$ cat src/rtl/obi_sbr_pkg.sv
// Shared types and helpers for the OBI subordinate memory.
// The response entry struct depends on DATA_WIDTH. A package cannot take type
// parameters, so the struct is declared in the top. The package provides
// helpers that derive the byte-lane geometry from the data width.
package obi_sbr_pkg;

    typedef enum logic [1:0] {
        IDLE,
        WAIT,
        GRANT
    } gnt_state_e;

    // Wide enough for GNT_WAIT up to 15.
    localparam int unsigned GNT_CNT_W = 4;

    function automatic int unsigned calc_be_width(input int unsigned data_width);
        return data_width / 8;
    endfunction

    function automatic int unsigned calc_offs_bits(input int unsigned data_width);
        return $clog2(data_width / 8);
    endfunction

endpackage

$ cat src/rtl/obi_sbr_rsp_fifo.sv
// Generic synchronous FIFO holding R-channel responses in accept order.
// Pointers and occupancy are cleared by the asynchronous active-low reset.
module obi_sbr_rsp_fifo #(
    parameter int unsigned WIDTH = 33,
    parameter int unsigned DEPTH = 2
) (
    input  logic             clk,
    input  logic             reset_n,
    input  logic             push,
    input  logic [WIDTH-1:0] push_data,
    input  logic             pop,
    output logic [WIDTH-1:0] head,
    output logic             full,
    output logic             empty
);

    localparam int unsigned PTR_W = (DEPTH > 1) ? $clog2(DEPTH) : 1;
    localparam int unsigned CNT_W = $clog2(DEPTH + 1);

    logic [WIDTH-1:0] slots [DEPTH];
    logic [PTR_W-1:0] wptr;
    logic [PTR_W-1:0] rptr;
    logic [CNT_W-1:0] count;
    logic             do_push;
    logic             do_pop;

    function automatic logic [PTR_W-1:0] bump(input logic [PTR_W-1:0] ptr);
        return (ptr == PTR_W'(DEPTH - 1)) ? '0 : ptr + PTR_W'(1);
    endfunction

    assign do_push = push && !full;
    assign do_pop  = pop && !empty;
    assign full    = (count == CNT_W'(DEPTH));
    assign empty   = (count == '0);
    assign head    = slots[rptr];

    // Storage write; contents need no reset because empty gates the output.
    always_ff @(posedge clk) begin
        if (do_push) begin
            slots[wptr] <= push_data;
        end
    end

    // Pointer and occupancy tracking with modulo-DEPTH wrap.
    always_ff @(posedge clk or negedge reset_n) begin
        if (!reset_n) begin
            wptr  <= '0;
            rptr  <= '0;
            count <= '0;
        end else begin
            if (do_push) begin
                wptr <= bump(wptr);
            end
            if (do_pop) begin
                rptr <= bump(rptr);
            end
            if (do_push && !do_pop) begin
                count <= count + CNT_W'(1);
            end else if (do_pop && !do_push) begin
                count <= count - CNT_W'(1);
            end
        end
    end

endmodule

$ cat src/rtl/obi_sbr_mem.sv
// OBI subordinate with a word-addressed byte-enabled memory, programmable
// address-phase wait states and a response FIFO for R-channel back-pressure.
// Optional: define OBI_SBR_MISALIGN_ERR_EN to reject accesses whose byte-offset
// bits are nonzero (write suppressed, rdata=0, err=1).
module obi_sbr_mem
    import obi_sbr_pkg::*;
#(
    parameter int unsigned ADDR_WIDTH = 32,
    parameter int unsigned DATA_WIDTH = 32,
    parameter int unsigned DEPTH      = 16,
    parameter int unsigned GNT_WAIT   = 0,
    parameter int unsigned RSP_DEPTH  = 2
) (
    input  logic                    clk_i,
    input  logic                    reset_ni,
    input  logic                    obi_req_i,
    output logic                    obi_gnt_o,
    input  logic [ADDR_WIDTH-1:0]   obi_addr_i,
    input  logic                    obi_we_i,
    input  logic [DATA_WIDTH/8-1:0] obi_be_i,
    input  logic [DATA_WIDTH-1:0]   obi_wdata_i,
    output logic                    obi_rvalid_o,
    input  logic                    obi_rready_i,
    output logic [DATA_WIDTH-1:0]   obi_rdata_o,
    output logic                    obi_err_o,
    output logic                    busy_o
);

    localparam int unsigned BE_WIDTH  = calc_be_width(DATA_WIDTH);
    localparam int unsigned OFFS_BITS = calc_offs_bits(DATA_WIDTH);
    localparam int unsigned IDX_BITS  = $clog2(DEPTH);

    typedef struct packed {
        logic [DATA_WIDTH-1:0] rdata;
        logic                  err;
    } rsp_t;

    logic [DATA_WIDTH-1:0] mem [DEPTH];
    gnt_state_e            state;
    logic [GNT_CNT_W-1:0]  cnt;
    logic [GNT_CNT_W-1:0]  cnt_next;
    logic [IDX_BITS-1:0]   idx;
    logic                  in_range;
    logic                  acc_err;
    logic                  accept;
    logic                  fifo_full;
    logic                  fifo_empty;
    logic                  gnt_phase;
    rsp_t                  push_entry;
    rsp_t                  head_entry;

    assign idx      = obi_addr_i[IDX_BITS+OFFS_BITS-1:OFFS_BITS];
    assign in_range = (obi_addr_i < ADDR_WIDTH'(DEPTH * BE_WIDTH));

`ifdef OBI_SBR_MISALIGN_ERR_EN
    assign acc_err = !in_range || (|obi_addr_i[OFFS_BITS-1:0]);
`else
    assign acc_err = !in_range;
`endif

    // With no wait states IDLE grants directly, so back-to-back accepts need no bubble.
    assign gnt_phase = (state == GRANT) || ((GNT_WAIT == 0) && (state == IDLE));
    assign obi_gnt_o = gnt_phase && obi_req_i && !fifo_full;
    assign accept    = obi_req_i && obi_gnt_o;
    assign cnt_next  = cnt + GNT_CNT_W'(1);

    // Grant FSM; reaching GRANT when the next counter value hits GNT_WAIT puts gnt in cycle GNT_WAIT.
    always_ff @(posedge clk_i or negedge reset_ni) begin
        if (!reset_ni) begin
            state <= IDLE;
            cnt   <= '0;
        end else begin
            case (state)
                IDLE: begin
                    if (obi_req_i && !accept) begin
                        if (GNT_WAIT <= 1) begin
                            state <= GRANT;
                            cnt   <= '0;
                        end else begin
                            state <= WAIT;
                            cnt   <= GNT_CNT_W'(1);
                        end
                    end
                end
                WAIT: begin
                    if (!obi_req_i) begin
                        state <= IDLE;
                        cnt   <= '0;
                    end else if (cnt_next == GNT_CNT_W'(GNT_WAIT)) begin
                        state <= GRANT;
                        cnt   <= '0;
                    end else begin
                        cnt <= cnt_next;
                    end
                end
                GRANT: begin
                    if (accept || !obi_req_i) begin
                        state <= IDLE;
                    end
                end
                default: begin
                    state <= IDLE;
                    cnt   <= '0;
                end
            endcase
        end
    end

    // Memory array: cleared on reset, byte-lane writes on accepted in-range writes.
    always_ff @(posedge clk_i or negedge reset_ni) begin
        if (!reset_ni) begin
            for (int unsigned i = 0; i < DEPTH; i++) begin
                mem[i] <= '0;
            end
        end else if (accept && obi_we_i && !acc_err) begin
            for (int unsigned j = 0; j < BE_WIDTH; j++) begin
                if (obi_be_i[j]) begin
                    mem[idx][8*j +: 8] <= obi_wdata_i[8*j +: 8];
                end
            end
        end
    end

    // Response formed at accept: read data only for good reads.
    always_comb begin
        push_entry.err   = acc_err;
        push_entry.rdata = (obi_we_i || acc_err) ? '0 : mem[idx];
    end

    obi_sbr_rsp_fifo #(
        .WIDTH ($bits(rsp_t)),
        .DEPTH (RSP_DEPTH)
    ) u_rsp_fifo (
        .clk       (clk_i),
        .reset_n   (reset_ni),
        .push      (accept),
        .push_data (push_entry),
        .pop       (obi_rready_i),
        .head      (head_entry),
        .full      (fifo_full),
        .empty     (fifo_empty)
    );

    assign obi_rvalid_o = !fifo_empty;
    assign busy_o       = !fifo_empty;
    assign obi_rdata_o  = obi_rvalid_o ? head_entry.rdata : '0;
    assign obi_err_o    = obi_rvalid_o && head_entry.err;

endmodule

$ cat config.mk
export PLATFORM = sky130hd
export DESIGN_NAME = obi_sbr_mem
export DESIGN_NICKNAME = d
export VERILOG_FILES = /design/src/rtl/obi_sbr_pkg.sv /design/src/rtl/obi_sbr_rsp_fifo.sv /design/src/rtl/obi_sbr_mem.sv
export SDC_FILE = /design/constraint.sdc
export NUM_CORES = 1
export LEC_CHECK = 0
export BUFFER_PORTS_ARGS = -buffer_cell sky130_fd_sc_hd__buf_4
export CORE_MARGIN = 3
export CORE_UTILIZATION = 40
export DETAILED_ROUTE_END_ITERATION = 12
export PLACE_DENSITY = 0.56
export SYNTH_ARGS = -nofsm -noshare
export SYNTH_HDL_FRONTEND = slang
export SYNTH_HIERARCHICAL = 1
export SYNTH_SLANG_ARGS = --single-unit
$ cat constraint.sdc
create_clock -name clk_i -period 2.38 [get_ports clk_i]
set_input_delay 0.476 -clock clk_i [delete_from_list [all_inputs] [get_ports clk_i]]
set_output_delay 0.476 -clock clk_i [all_outputs]
set_load 0.03 [all_outputs]
Word-level counts from Yosys, hierarchy flattened
Memory sizes are Yosys's and may differ from the RTL's.
Index checks and enable logic that the tools add are counted.
{ "op_classes": {"addsub": 5, "magnitude_cmp": 3, "eq_ne": 6, "mux": 39, "bitwise": 2, "reduce_logical": 28} }
{ "op_table": {"columns": ["op", "count"], "rows": [
  ["2-to-1 mux 512 bit", 7],
  ["bitwise mux 512 bit", 4],
  ["demux 32 bit (select 4 bit)", 4],
  ["2-to-1 mux 32 bit", 5],
  ["binary-select mux 32 bit (select 4 bit)", 1],
  ["< comparator 32 x 7 -> 1 bit, second input constant", 1],
  ["2-to-1 mux 24 bit", 1],
  ["2-to-1 mux 16 bit", 1],
  ["logical AND 1 bit", 12],
  ["2-to-1 mux 2 bit", 6],
  ["2-to-1 mux 4 bit", 3],
  ["case mux 4 bit (3 select lines)", 1],
  ["2-to-1 mux 8 bit", 1],
  ["logical NOT 1 bit", 7],
  ["case mux 2 bit (3 select lines)", 1],
  [">= comparator 5 bit, second input constant", 1],
  ["< comparator 5 x 1 -> 1 bit, second input constant", 1],
  ["inverter 4 -> 5 bit", 1],
  ["adder 4 x 1 -> 4 bit, second input constant", 1],
  ["equality test 2 bit, second input constant", 2],
  ["logical NOT 2 bit", 2],
  ["logical NOT 4 bit", 1],
  ["2-to-1 mux 1 bit", 4],
  ["!= test 2 x 1 -> 1 bit, second input constant", 2],
  ["10 further kinds", 13]
]} }
{ "totals": {"regBits": 522, "mem_bits_rw": 66, "input_bits": 73, "out_inout_bits": 36, "elab_cells": 105, "mem_count": 1} }
{ "memory_table": {"columns": ["name", "depth", "width", "rd", "rd_clocked_by_memory_dff", "write_ports", "line_no", "text"], "rows": [
  ["u_rsp_fifo.slots", 2, 33, 1, 0, 1, "obi_sbr_rsp_fifo.sv:20", "logic [WIDTH-1:0] slots [DEPTH];"]
]} }

Longest topological paths before layout
Gate-level depths: netlist of the first run.
{ "depth": {"depth_word": 16, "mapped_depth": 9, "depth_no_buf": 9} }

Modules after synthesis
Netlist of the first run, hierarchy kept.
{ "modules_own_cells": {"columns": ["module", "n_inst", "cells_per_inst", "area_per_inst_um2", "seq_area_each_um2"], "rows": [
  ["obi_sbr_mem", 1, 1494, 24344.6, 12812.3],
  ["obi_sbr_rsp_fifo", 1, 122, 2730.1, 2082.0]
]} }

Worst setup path after synthesis of the first run
Ideal clock, no wire load.
{ "synth_path": {"path_kind": "reg-to-reg", "start": "register u_rsp_fifo.count[0]", "end": "memory u_rsp_fifo.slots[0][0] (enable)", "setup_ns": 0.423, "arrival_time_ns": 2.731, "slack_ns": -0.774, "path_stages_with_launch": 6, "n_path_buf": 0, "synth_period_minus_slack_ns": 3.154, "path_cell_list": "dfrtp_1 > nand2b_1 > inv_1 > nor2b_1 > nand2_1 > nor2_1"} }
{ "synth_between": {"elab_chain_cells": 7} }
{ "synth_rtl": {"columns": ["item", "line_no", "text"], "rows": [
  ["from (decl)", "obi_sbr_rsp_fifo.sv:23", "logic [CNT_W-1:0] count;"],
  ["from (signal assigned)", "obi_sbr_rsp_fifo.sv:58", "count <= count + CNT_W'(1);"],
  ["from (signal assigned)", "obi_sbr_rsp_fifo.sv:60", "count <= count - CNT_W'(1);"],
  ["equality test 2 bit", "obi_sbr_rsp_fifo.sv:33", "assign full = (count == CNT_W'(DEPTH));"],
  ["named net fifo_full", "obi_sbr_mem.sv:46", "logic fifo_full;"],
  ["logical NOT 1 bit", "obi_sbr_mem.sv:63", "assign obi_gnt_o = gnt_phase && obi_req_i && !fifo_full;"],
  ["logical AND 1 bit", "obi_sbr_mem.sv:63", null],
  ["named net obi_gnt_o", "obi_sbr_mem.sv:17", "output logic obi_gnt_o,"],
  ["logical AND 1 bit", "obi_sbr_mem.sv:64", "assign accept = obi_req_i && obi_gnt_o;"],
  ["logical AND 1 bit", "obi_sbr_rsp_fifo.sv:31", "assign do_push = push && !full;"],
  ["2-to-1 mux 1 bit", "obi_sbr_rsp_fifo.sv:39", "if (do_push) begin"],
  ["2-to-1 mux 1 bit (implied by the code)", "obi_sbr_rsp_fifo.sv:40", "slots[wptr] <= push_data;"],
  ["to (decl)", "obi_sbr_rsp_fifo.sv:20", null]
]} }
The timed path passes the listed nets, and every way through them passes these cells.

==> results of run 1 <==
-- registers in the layout, summed over array words and instances (netlist names) --
register and count:
mem 512, u_rsp_fifo/count 2, u_rsp_fifo/rptr 1, u_rsp_fifo/slots 66
u_rsp_fifo/wptr 1
-- stage by stage --
stage / instance area [sq um] / worst slack [ns] / utilization [%] / instances / hold slack [ns]
2_1_floorplan: 27100 / 0.0369 / - / 1616 / 0.180
3_3_place_gp: 31000 / -0.233 / 46.6 / 2649 / 0.471
3_5_place_dp: 31000 / -0.226 / 46.6 / 2649 / 0.472
4_1_cts: 33100 / -0.119 / 49.8 / 2764 / 0.174
5_1_grt: 33100 / -0.138 / 49.8 / 2765 / 0.183
6_report: 33100 / -0.0669 / 49.8 / 2766 / 0.210
-- area by class of cell --
type / instances / area share [%]
diodes: 2 / 0.0151
clock buffers: 98 / 5.64
clock inverters: 12 / 0.473
inverters: 7 / 0.0794
multi-input cells: 919 / 35.4
flip-flops and latches: 582 / 45.0
well taps: 864 / 3.27
repair buffers: 282 / 10.1
-- what timing repair did --
item                       CTS  global route
hold endpoints to repair    40             0
gates cloned                 2             0
buffers inserted             2             1
pin swaps                    0             2
resized for setup            2             4
hold buffers                 1             0
setup endpoints to repair   33           129
-- power groups by stage --
stage / clock network, uW / logic, uW / registers [uW]
finish: 9540 / 4060 / 10500
global route: 10200 / 4340 / 10500
CTS: 9830 / 4170 / 10500
detailed placement: 0 / 3950 / 10700
global placement: 0 / 3940 / 10600
floorplan: 0 / 2370 / 10600
-- cells by family after synthesis --
group | Yosys count | synth area share, %
flops | 582 | 55.0
xor+xnor | 5 | 0.162
fa+ha+maj | 1 | 0.0462
compound gates | 97 | 2.38
buf+inv | 115 | 2.01
simple gates | 143 | 6.67
mux | 673 | 33.7
-- worst reg2reg max path: cells and delay by family (launching register included) --
kind / cells / cell delay (ns)
buffers and inverters: 5 / 0.70
flip-flops: 1 / 0.46
multiplexers: 1 / 0.35
AND/OR/NAND/NOR: 4 / 0.65
-- final timing paths --
path | start | to | slack (ns) | cells past startpoint
worst max-delay path | u_rsp_fifo/rptr | obi_rdata_o[29] | -0.07 | 5
worst min-delay path | obi_rready_i | u_rsp_fifo/rptr | 0.21 | 3
worst max register to register | u_rsp_fifo/count[1] | mem[472] | 0.12 | 10
worst min register to register | mem[435] | mem[435] | 0.50 | 1
max in group asynchronous | reset_ni | mem[231] | 1.12 | 3
min in group asynchronous | reset_ni | mem[435] | 0.41 | 2
-- per-layer routing --
layer	vias to the layer above	GRT usage [%]	part of all wire, %
li1	6659	-	-
met1	8107	26.4	46
met2	301	30.5	48
met3	96	3.21	4.4
met4	0	4.58	2.1
met5	-	0	0
-- layout by cell type, fill, tap and decap left out, types with 3 or more instances in the layout --
cell type	n
a22oi_1	64
mux2_4	30
bufinv_16	4
nor4_4	64
nor2b_1	36
clkbuf_8	20
mux4_2	128
buf_4	181
nor2_4	3
clkinv_2	5
dfrtp_1	514
edfxtp_1	66
xnor2_1	3
nand3_1	4
clkbuf_16	61
buf_12	95
nor2_1	3
clkbuf_1	17
clkinv_1	3
a21oi_1	32
nand2_2	4
nor4_1	6
nand2_1	12
inv_1	7
mux2_2	515
==> impl_metrics.env, run 1 <==
export IMPL_critPathTopFamily="buffers and inverters"
export IMPL_timing_max_transition_violations_final=0
export IMPL_ys_seq_elements=582
export IMPL_avgSynthCellArea_sq_um=16.8
export IMPL_worstMarginPinSlew_ns=0.570
export IMPL_horizontal_extent_of_the_die_microns=266
export IMPL_final_net_count=1926
export IMPL_routed_via_count=15200
export IMPL_ir_drop_mv=0.618
export IMPL_async_reset_ff_share_pct=88.7
export IMPL_finalWorstSetupSlack_ns=-0.0669
export IMPL_vias_per_cell=5.48
export IMPL_crit_path_max_fanout=16
export IMPL_final_seq_area_sq_um=14900
export IMPL_slowest_stage="dfrtp_2"
export IMPL_worst_path_buf_inv=3
export IMPL_ys_top_cells_by_count="dfrtp_1, mux2_2, mux4_2"
export IMPL_violated_checks="negative setup slack"
export IMPL_clock_skew_ns=0.0101
export IMPL_area_delta_synth_final_pct=22.2
export IMPL_pwr_share_seq_pct=43.5
export IMPL_period_needed_ns=2.45
export IMPL_first_global_vias=16400
export IMPL_port_buffers=106
export IMPL_die_h_microns=266
export IMPL_netlist_top_cells_area="dfrtp_1, mux2_2, mux4_2, edfxtp_1, nor4_4"
export IMPL_timing_max_cap_violations=0
export IMPL_syn_cell_area_sq_um=27100
export IMPL_timing_critical_path_cells="buf_12 > buf_12 > mux2_4 > nor2b_1 > buf_4"
export IMPL_global_route_overflow_total=0
export IMPL_row_count=94
export IMPL_share_of_the_synthesized_area_in_the_top_cell_type_pct=47.7
export IMPL_final_setup_tns_ns=-0.566
export IMPL_fmaxAchievable_mhz=409
export IMPL_num_io_pins=109
export IMPL_cts_num_sinks=582
export IMPL_gpl_final_weighted_congestion=0.774
export IMPL_fillers=5488
export IMPL_net_switching_power_uw=6330
export IMPL_post_layout_total_power_uw=24100
export IMPL_drt_initial_drc_count=836
export IMPL_setup_viol=25
export IMPL_first_pass_grt_wire_length_microns=101000
export IMPL_drive_above_1_share_pct=59.2
export IMPL_grt_setup_unrepaired="true"
export IMPL_hold_viol_final=0
export IMPL_grt_start_max_net_pins=77
export IMPL_cts_made_buffers=60
export IMPL_min_delay_path_class="in2reg"
export IMPL_htree_levels=2
export IMPL_critical_path_max_stage_delay_ns=0.43
export IMPL_detail_route_wl_per_cell_microns=23.5
export IMPL_timing_setup_critical_path_class="reg2out"
export IMPL_grt_antenna_before_repair=1
export IMPL_ys_warnings_count=6
export IMPL_core_sq_um=66500
export IMPL_cts_root_buf="clkbuf_16"
export IMPL_slew_headroom_pct=62.0
export IMPL_route_detailed_drc=0
export IMPL_total_leakage_power_uw=0.0156
export IMPL_worst_setup_hold_path_clk_slew_ns=0.06
export IMPL_multi_input_gate_area_in_the_final_layout_sq_um=11700
export IMPL_critical_path_startpoint_type="flop"
export IMPL_min_period_over_period_pct=103
export IMPL_setup_worst_path_end_class="output pin"
export IMPL_power_density_cell_area_nw_per_um2=728
export IMPL_combinationalPowerShare_pct=16.8
export IMPL_power_frac_clock_pct=39.6
export IMPL_netlist_top_cell_by_area="dfrtp_1"
export IMPL_place_hpwl_microns=43200
export IMPL_sequential_share_of_the_synthesized_area_pct=55.0
export IMPL_gr_usage_all_layers_pct=18.8
export IMPL_number_of_nets_in_the_synthesized_netlist=1690
export IMPL_post_synth_inst_count=1616
export IMPL_p_int_uw=17800
export IMPL_synth_cell_type_count=32
export IMPL_power_switching_fraction_pct=26.3
export IMPL_crit_required_ns=1.90
export IMPL_antenna_violating_nets_post_route=0
export IMPL_path_common_cell="buf_12"
export IMPL_max_clock_path_buffers=3
export IMPL_status="finished, violations left"
export IMPL_cts_tree="yes"
export IMPL_synth_main_ff_cell="dfrtp_1"
export IMPL_initial_core_util_pct=40.7
export IMPL_synth_edf_count=66
export IMPL_wirelength_microns=65100
export IMPL_latest_clock_arrival_within_the_worst_skew_pair_ns=0.61
export IMPL_cp_data_arrival_time_ns=1.97
export IMPL_dieArea_sq_um=70800
export IMPL_firstDrtPassIters=5
(Power assumes the default switching activity.)
==> run 2, diff against run 1 <==
--- a/config.mk
+++ b/config.mk
@@ -5,11 +5,12 @@
 export SDC_FILE = /design/constraint.sdc
 export NUM_CORES = 1
 export LEC_CHECK = 0
-export BUFFER_PORTS_ARGS = -buffer_cell sky130_fd_sc_hd__buf_4
+export BUFFER_PORTS_ARGS = -buffer_cell sky130_fd_sc_hd__clkbuf_2
 export CORE_MARGIN = 3
 export CORE_UTILIZATION = 40
 export DETAILED_ROUTE_END_ITERATION = 12
 export PLACE_DENSITY = 0.56
+export SKIP_LAST_GASP = 1
 export SYNTH_ARGS = -nofsm -noshare
 export SYNTH_HDL_FRONTEND = slang
 export SYNTH_HIERARCHICAL = 1
==> impl_metrics.env, run 2 (same netlist as run 1, synthesis figures left out) <==
export IMPL_vias_per_cell=5.52
export IMPL_dp_slack_ns=-0.250
export IMPL_row_count=94
export IMPL_core_sq_um=66500
export IMPL_port_buffers=106
export IMPL_largest_registers="mem: 512 flops, u_rsp_fifo/slots: 66 flops, u_rsp_fifo/count: 2 flops"
export IMPL_crit_required_ns=1.90
export IMPL_layout_cells_most_common_list="dfrtp_1, mux2_2, mux4_2"
export IMPL_timing_max_transition_violations_final=0
export IMPL_worst_hold_startpoint="obi_rready_i"
export IMPL_setup_viol=30
export IMPL_clock_skew_ns=0.0288
export IMPL_final_net_count=1923
export IMPL_area_delta_synth_final_pct=22.6
export IMPL_wirelength_microns=66800
export IMPL_gr_usage_all_layers_pct=19.1
export IMPL_timing_setup_critical_path_class="reg2out"
export IMPL_final_setup_tns_ns=-1.84
export IMPL_min_delay_path_class="in2reg"
export IMPL_cts_tree="yes"
export IMPL_ir_drop_mv=0.620
export IMPL_grt_setup_unrepaired="true"
export IMPL_die_h_microns=266
export IMPL_gr_usage_met3_pct=2.76
export IMPL_power_density_cell_area_nw_per_um2=748
export IMPL_r2r_start="u_rsp_fifo/count[1]"
export IMPL_drive_above_1_share_pct=60.6
export IMPL_antenna_violating_nets_post_route=0
export IMPL_layout_cells_most_common="dfrtp_1"
export IMPL_finalWorstSetupSlack_ns=-0.0827
export IMPL_global_route_overflow_total=0
export IMPL_place_hpwl_microns=43100
export IMPL_busiest_layer="met2"
export IMPL_cts_made_buffers=60
export IMPL_htree_levels=2
export IMPL_met1_usage_pct=27.2
export IMPL_worstMarginPinSlew_ns=0.622
export IMPL_first_global_vias=16800
export IMPL_initial_core_util_pct=40.7
export IMPL_crit_path_max_fanout=7
export IMPL_largest_register="mem"
export IMPL_slew_headroom_pct=58.5
export IMPL_routed_via_count=15200
export IMPL_cts_root_buf="clkbuf_16"
export IMPL_worst_setup_hold_path_clk_slew_ns=0.06
export IMPL_critical_path_startpoint_type="flop"
export IMPL_firstDrtPassIters=7
export IMPL_cts_num_sinks=582
export IMPL_timing_max_cap_violations=0
export IMPL_detail_route_wl_per_cell_microns=24.2
export IMPL_violated_checks="negative setup slack"
export IMPL_cp_data_arrival_time_ns=1.99
export IMPL_max_clock_path_buffers=3
export IMPL_fmaxAchievable_mhz=406
export IMPL_status="finished, violations left"
export IMPL_total_leakage_power_uw=0.0156
export IMPL_horizontal_extent_of_the_die_microns=266
export IMPL_num_io_pins=109
export IMPL_grt_antenna_before_repair=1
export IMPL_hold_viol_final=0
export IMPL_grtUsageMet2_pct=31.4
export IMPL_largest_register_ff_count=512
export IMPL_post_layout_total_power_uw=24800
export IMPL_period_needed_ns=2.46
export IMPL_setup_worst_path_end_class="output pin"
export IMPL_latest_clock_arrival_within_the_worst_skew_pair_ns=0.62
export IMPL_route_detailed_drc=0
export IMPL_worstSetupStartpoint="u_rsp_fifo/rptr"
export IMPL_min_period_over_period_pct=103
export IMPL_gpl_final_weighted_congestion=0.757
export IMPL_first_pass_grt_wire_length_microns=103000
export IMPL_drt_initial_drc_count=915
export IMPL_grt_start_max_net_pins=73
export IMPL_dieArea_sq_um=70800
[run 2: worst paths after layout]
kind	cells past startpoint	endpoint	slack [ns]
max reg2reg	9	mem[473]	0.12
min	3	u_rsp_fifo/rptr	0.24
min in group asynchronous	2	mem[446]	0.41
min reg2reg	1	mem[32]	0.50
max	5	obi_rdata_o[22]	-0.08
max in group asynchronous	3	mem[281]	1.11
[run 2: stage by stage]
step | cells | utilization, % | hold WS [ns] | instance area, sq um
2_1_floorplan | 1616 | - | 0.180 | 27100
3_3_place_gp | 2640 | 46.1 | 0.469 | 30600
3_5_place_dp | 2640 | 46.1 | 0.471 | 30600
4_1_cts | 2756 | 49.4 | 0.189 | 32800
5_1_grt | 2762 | 50.0 | 0.217 | 33200
6_report | 2762 | 50.0 | 0.242 | 33200
[run 2: layout make-up]
type                    instances  area, sq um
diodes                          1         2.50
clock buffers                  94         1840
clock inverters                16          181
fillers                      5479        33300
inverters                       7         26.3
multi-input cells             919        11900
flip-flops and latches        582        14900
well taps                     864         1080
repair buffers                279         3310
[run 2: power breakdown]
| group | internal, uW | leakage (uW) | switching, uW |
|---|---|---|---|
| Sequential | 10400 | 0.00783 | 103 |
| Clock | 5710 | 0.00101 | 3840 |
| Combinational | 2090 | 0.00680 | 2700 |
| Total | 18200 | 0.0156 | 6640 |
[run 2: routing by layer]
metal	vias up	wire length, microns
met5	-	0
met4	0	1110
met3	82	2670
met2	310	32400
met1	8208	30700
li1	6644	-
[run 2: worst max-delay path, cell delays in order (launching register included)]
cell and delay, ns:
dfrtp_2 0.44, buf_12 0.17, buf_4 0.14, mux2_4 0.33, nor2b_4 0.14, buf_6 0.14
[run 2: repair_timing]
action,4_1_cts,5_1_grt
setup endpoints to repair,33,212
resized for setup,31,110
pin swaps,0,1
cloned,1,2
endpoints found under the hold margin,42,0
setup buffers,4,3
hold buffers,1,0
==> run 3, diff against run 2 <==
--- a/config.mk
+++ b/config.mk
@@ -6,6 +6,7 @@
 export NUM_CORES = 1
 export LEC_CHECK = 0
 export BUFFER_PORTS_ARGS = -buffer_cell sky130_fd_sc_hd__clkbuf_2
+export CORE_ASPECT_RATIO = 0.5
 export CORE_MARGIN = 3
 export CORE_UTILIZATION = 40
 export DETAILED_ROUTE_END_ITERATION = 12
==> impl_metrics.env, run 3 (same netlist as run 1, synthesis figures left out) <==
export IMPL_status="finished, violations left"
export IMPL_violated_checks="negative setup slack"
export IMPL_timing_critical_path_cells="buf_12 > buf_12 > mux2_4 > nor2b_4 > buf_6"
export IMPL_final_net_count=1935
export IMPL_total_leakage_power_uw=0.0157
export IMPL_dp_cells=2682
export IMPL_timing_max_cap_violations=0
export IMPL_largest_register="mem"
export IMPL_latest_clock_arrival_within_the_worst_skew_pair_ns=0.61
export IMPL_met2_wirelength_microns=33500
export IMPL_largest_registers="mem: 512 flops, u_rsp_fifo/slots: 66 flops, u_rsp_fifo/count: 2 flops"
export IMPL_critical_path_max_stage_delay_ns=0.41
export IMPL_first_pass_grt_wire_length_microns=106000
export IMPL_hold_viol_final=0
export IMPL_detail_route_wl_per_cell_microns=24.7
export IMPL_min_period_over_period_pct=102
export IMPL_drt_initial_drc_count=886
export IMPL_largest_register_ff_count=512
export IMPL_fillers=5338
export IMPL_top_layer_used="met5"
export IMPL_die_h_microns=190
export IMPL_grt_antenna_before_repair=1
export IMPL_routed_via_count=15500
export IMPL_timing_setup_critical_path_class="reg2out"
export IMPL_wl_met3_microns=3580
export IMPL_htree_levels=2
export IMPL_antenna_violating_nets_post_route=0
export IMPL_min_delay_path_class="in2reg"
export IMPL_r2r_start="u_rsp_fifo/count[1]"
export IMPL_global_route_overflow_total=0
export IMPL_gpl_final_weighted_congestion=0.811
export IMPL_worst_setup_hold_path_clk_slew_ns=0.06
export IMPL_vias_per_cell=5.56
export IMPL_worstSetupStartpoint="u_rsp_fifo/rptr"
export IMPL_crit_required_ns=1.90
export IMPL_horizontal_extent_of_the_die_microns=374
export IMPL_cts_made_buffers=54
export IMPL_grt_setup_unrepaired="true"
export IMPL_setup_worst_path_end_class="output pin"
export IMPL_place_hpwl_microns=46200
export IMPL_num_io_pins=109
export IMPL_layout_cells_most_common_list="dfrtp_1, mux2_2, mux4_2"
export IMPL_row_count=66
export IMPL_dp_slack_ns=-0.163
export IMPL_worstMarginPinSlew_ns=0.782
export IMPL_gr_usage_all_layers_pct=19.5
export IMPL_cts_num_sinks=582
export IMPL_period_needed_ns=2.42
export IMPL_cts_root_buf="clkbuf_16"
export IMPL_cts_tree="yes"
export IMPL_crit_path_max_fanout=6
export IMPL_diodes=0
export IMPL_core_sq_um=66000
export IMPL_timing_max_transition_violations_final=0
export IMPL_wirelength_microns=69000
export IMPL_worst_hold_startpoint="obi_rready_i"
export IMPL_port_buffers=106
export IMPL_fmaxAchievable_mhz=413
export IMPL_grt_start_max_net_pins=72
export IMPL_slowest_stage="dfrtp_2"
export IMPL_route_detailed_drc=0
export IMPL_setup_viol=30
export IMPL_slew_headroom_pct=47.8
export IMPL_area_delta_synth_final_pct=22.5
export IMPL_cp_data_arrival_time_ns=1.94
export IMPL_layout_cells_most_common="dfrtp_1"
export IMPL_final_cell_area_sq_um=33200
export IMPL_fin_cells=2789
export IMPL_dieArea_sq_um=71000
export IMPL_finalWorstSetupSlack_ns=-0.0397
export IMPL_ir_drop_mv=0.504
export IMPL_firstDrtPassIters=7
export IMPL_drive_above_1_share_pct=60.6
export IMPL_path_common_cell="buf_12"
export IMPL_clock_skew_ns=0.0144
export IMPL_max_clock_path_buffers=3
export IMPL_initial_core_util_pct=41.0
export IMPL_first_global_vias=17500
export IMPL_placed_area_sq_um=30900
export IMPL_power_density_cell_area_nw_per_um2=723
export IMPL_met1_wl_microns=30000
export IMPL_critical_path_startpoint_type="flop"
==> run 3: final timing paths <==
kind | to | slack, ns | cells past startpoint
worst max-delay path | obi_rdata_o[14] | -0.04 | 5
worst min-delay path | u_rsp_fifo/rptr | 0.21 | 3
worst max register to register | mem[203] | 0.10 | 9
worst min register to register | mem[140] | 0.50 | 1
max in group asynchronous | mem[493] | 1.09 | 3
min in group asynchronous | mem[61] | 0.48 | 2
==> run 3: report_power, final <==
part           leakage (uW)  switching (uW)  internal, uW  total (uW)
registers           0.00783             105         10400       10500
logic               0.00690            2610          1960        4570
clock network      0.000917            3750          5190        8930
==> run 3: area by class of cell <==
| class | count | area (sq um) | area share [%] |
|---|---|---|---|
| Multi-Input combinational cell | 919 | 11800 | 35.7 |
| Clock buffer | 85 | 1690 | 5.10 |
| Inverter | 7 | 26.3 | 0.0792 |
| Timing Repair Buffer | 297 | 3460 | 10.4 |
| Tap cell | 884 | 1110 | 3.33 |
| Sequential cell | 582 | 14900 | 44.9 |
| Clock inverter | 15 | 153 | 0.460 |
==> run 3: stage by stage <==
| step | hold WS, ns | setup TNS (ns) | utilization [%] | total power [uW] |
|---|---|---|---|---|
| after global placement | 0.483 | -4.11 | 46.8 | 14300 |
| after global routing | 0.198 | -2.61 | 50.3 | 24900 |
| final | 0.209 | -0.491 | 50.3 | 24000 |
| after floorplan | 0.180 | 0 | - | 13000 |
| after CTS | 0.169 | -1.56 | 49.7 | 23400 |
| after detailed placement | 0.490 | -30.96 | 46.8 | 14400 |
==> run 3: per-layer routing <==
| layer | vias to the layer above | track usage, % |
|---|---|---|
| li1 | 6681 | - |
| met1 | 8356 | 26.2 |
| met2 | 342 | 32.2 |
| met3 | 127 | 3.89 |
| met4 | 2 | 5.82 |
| met5 | - | 0 |
==> run 3: what timing repair did <==
item	4_1_cts	5_1_grt
pin swaps	1	8
buffers inserted	2	1
endpoints found under the setup margin	31	110
resized for setup	2	146
cloned	0	3
hold endpoints to repair	43	0
hold buffers	1	0
==> run 3: worst max-delay path: cells and delay by family, from the launching register on <==
kind / cells / cell delay (ns)
buf+inv: 3 / 0.44
flops: 1 / 0.41
simple gates: 1 / 0.13
mux: 1 / 0.33
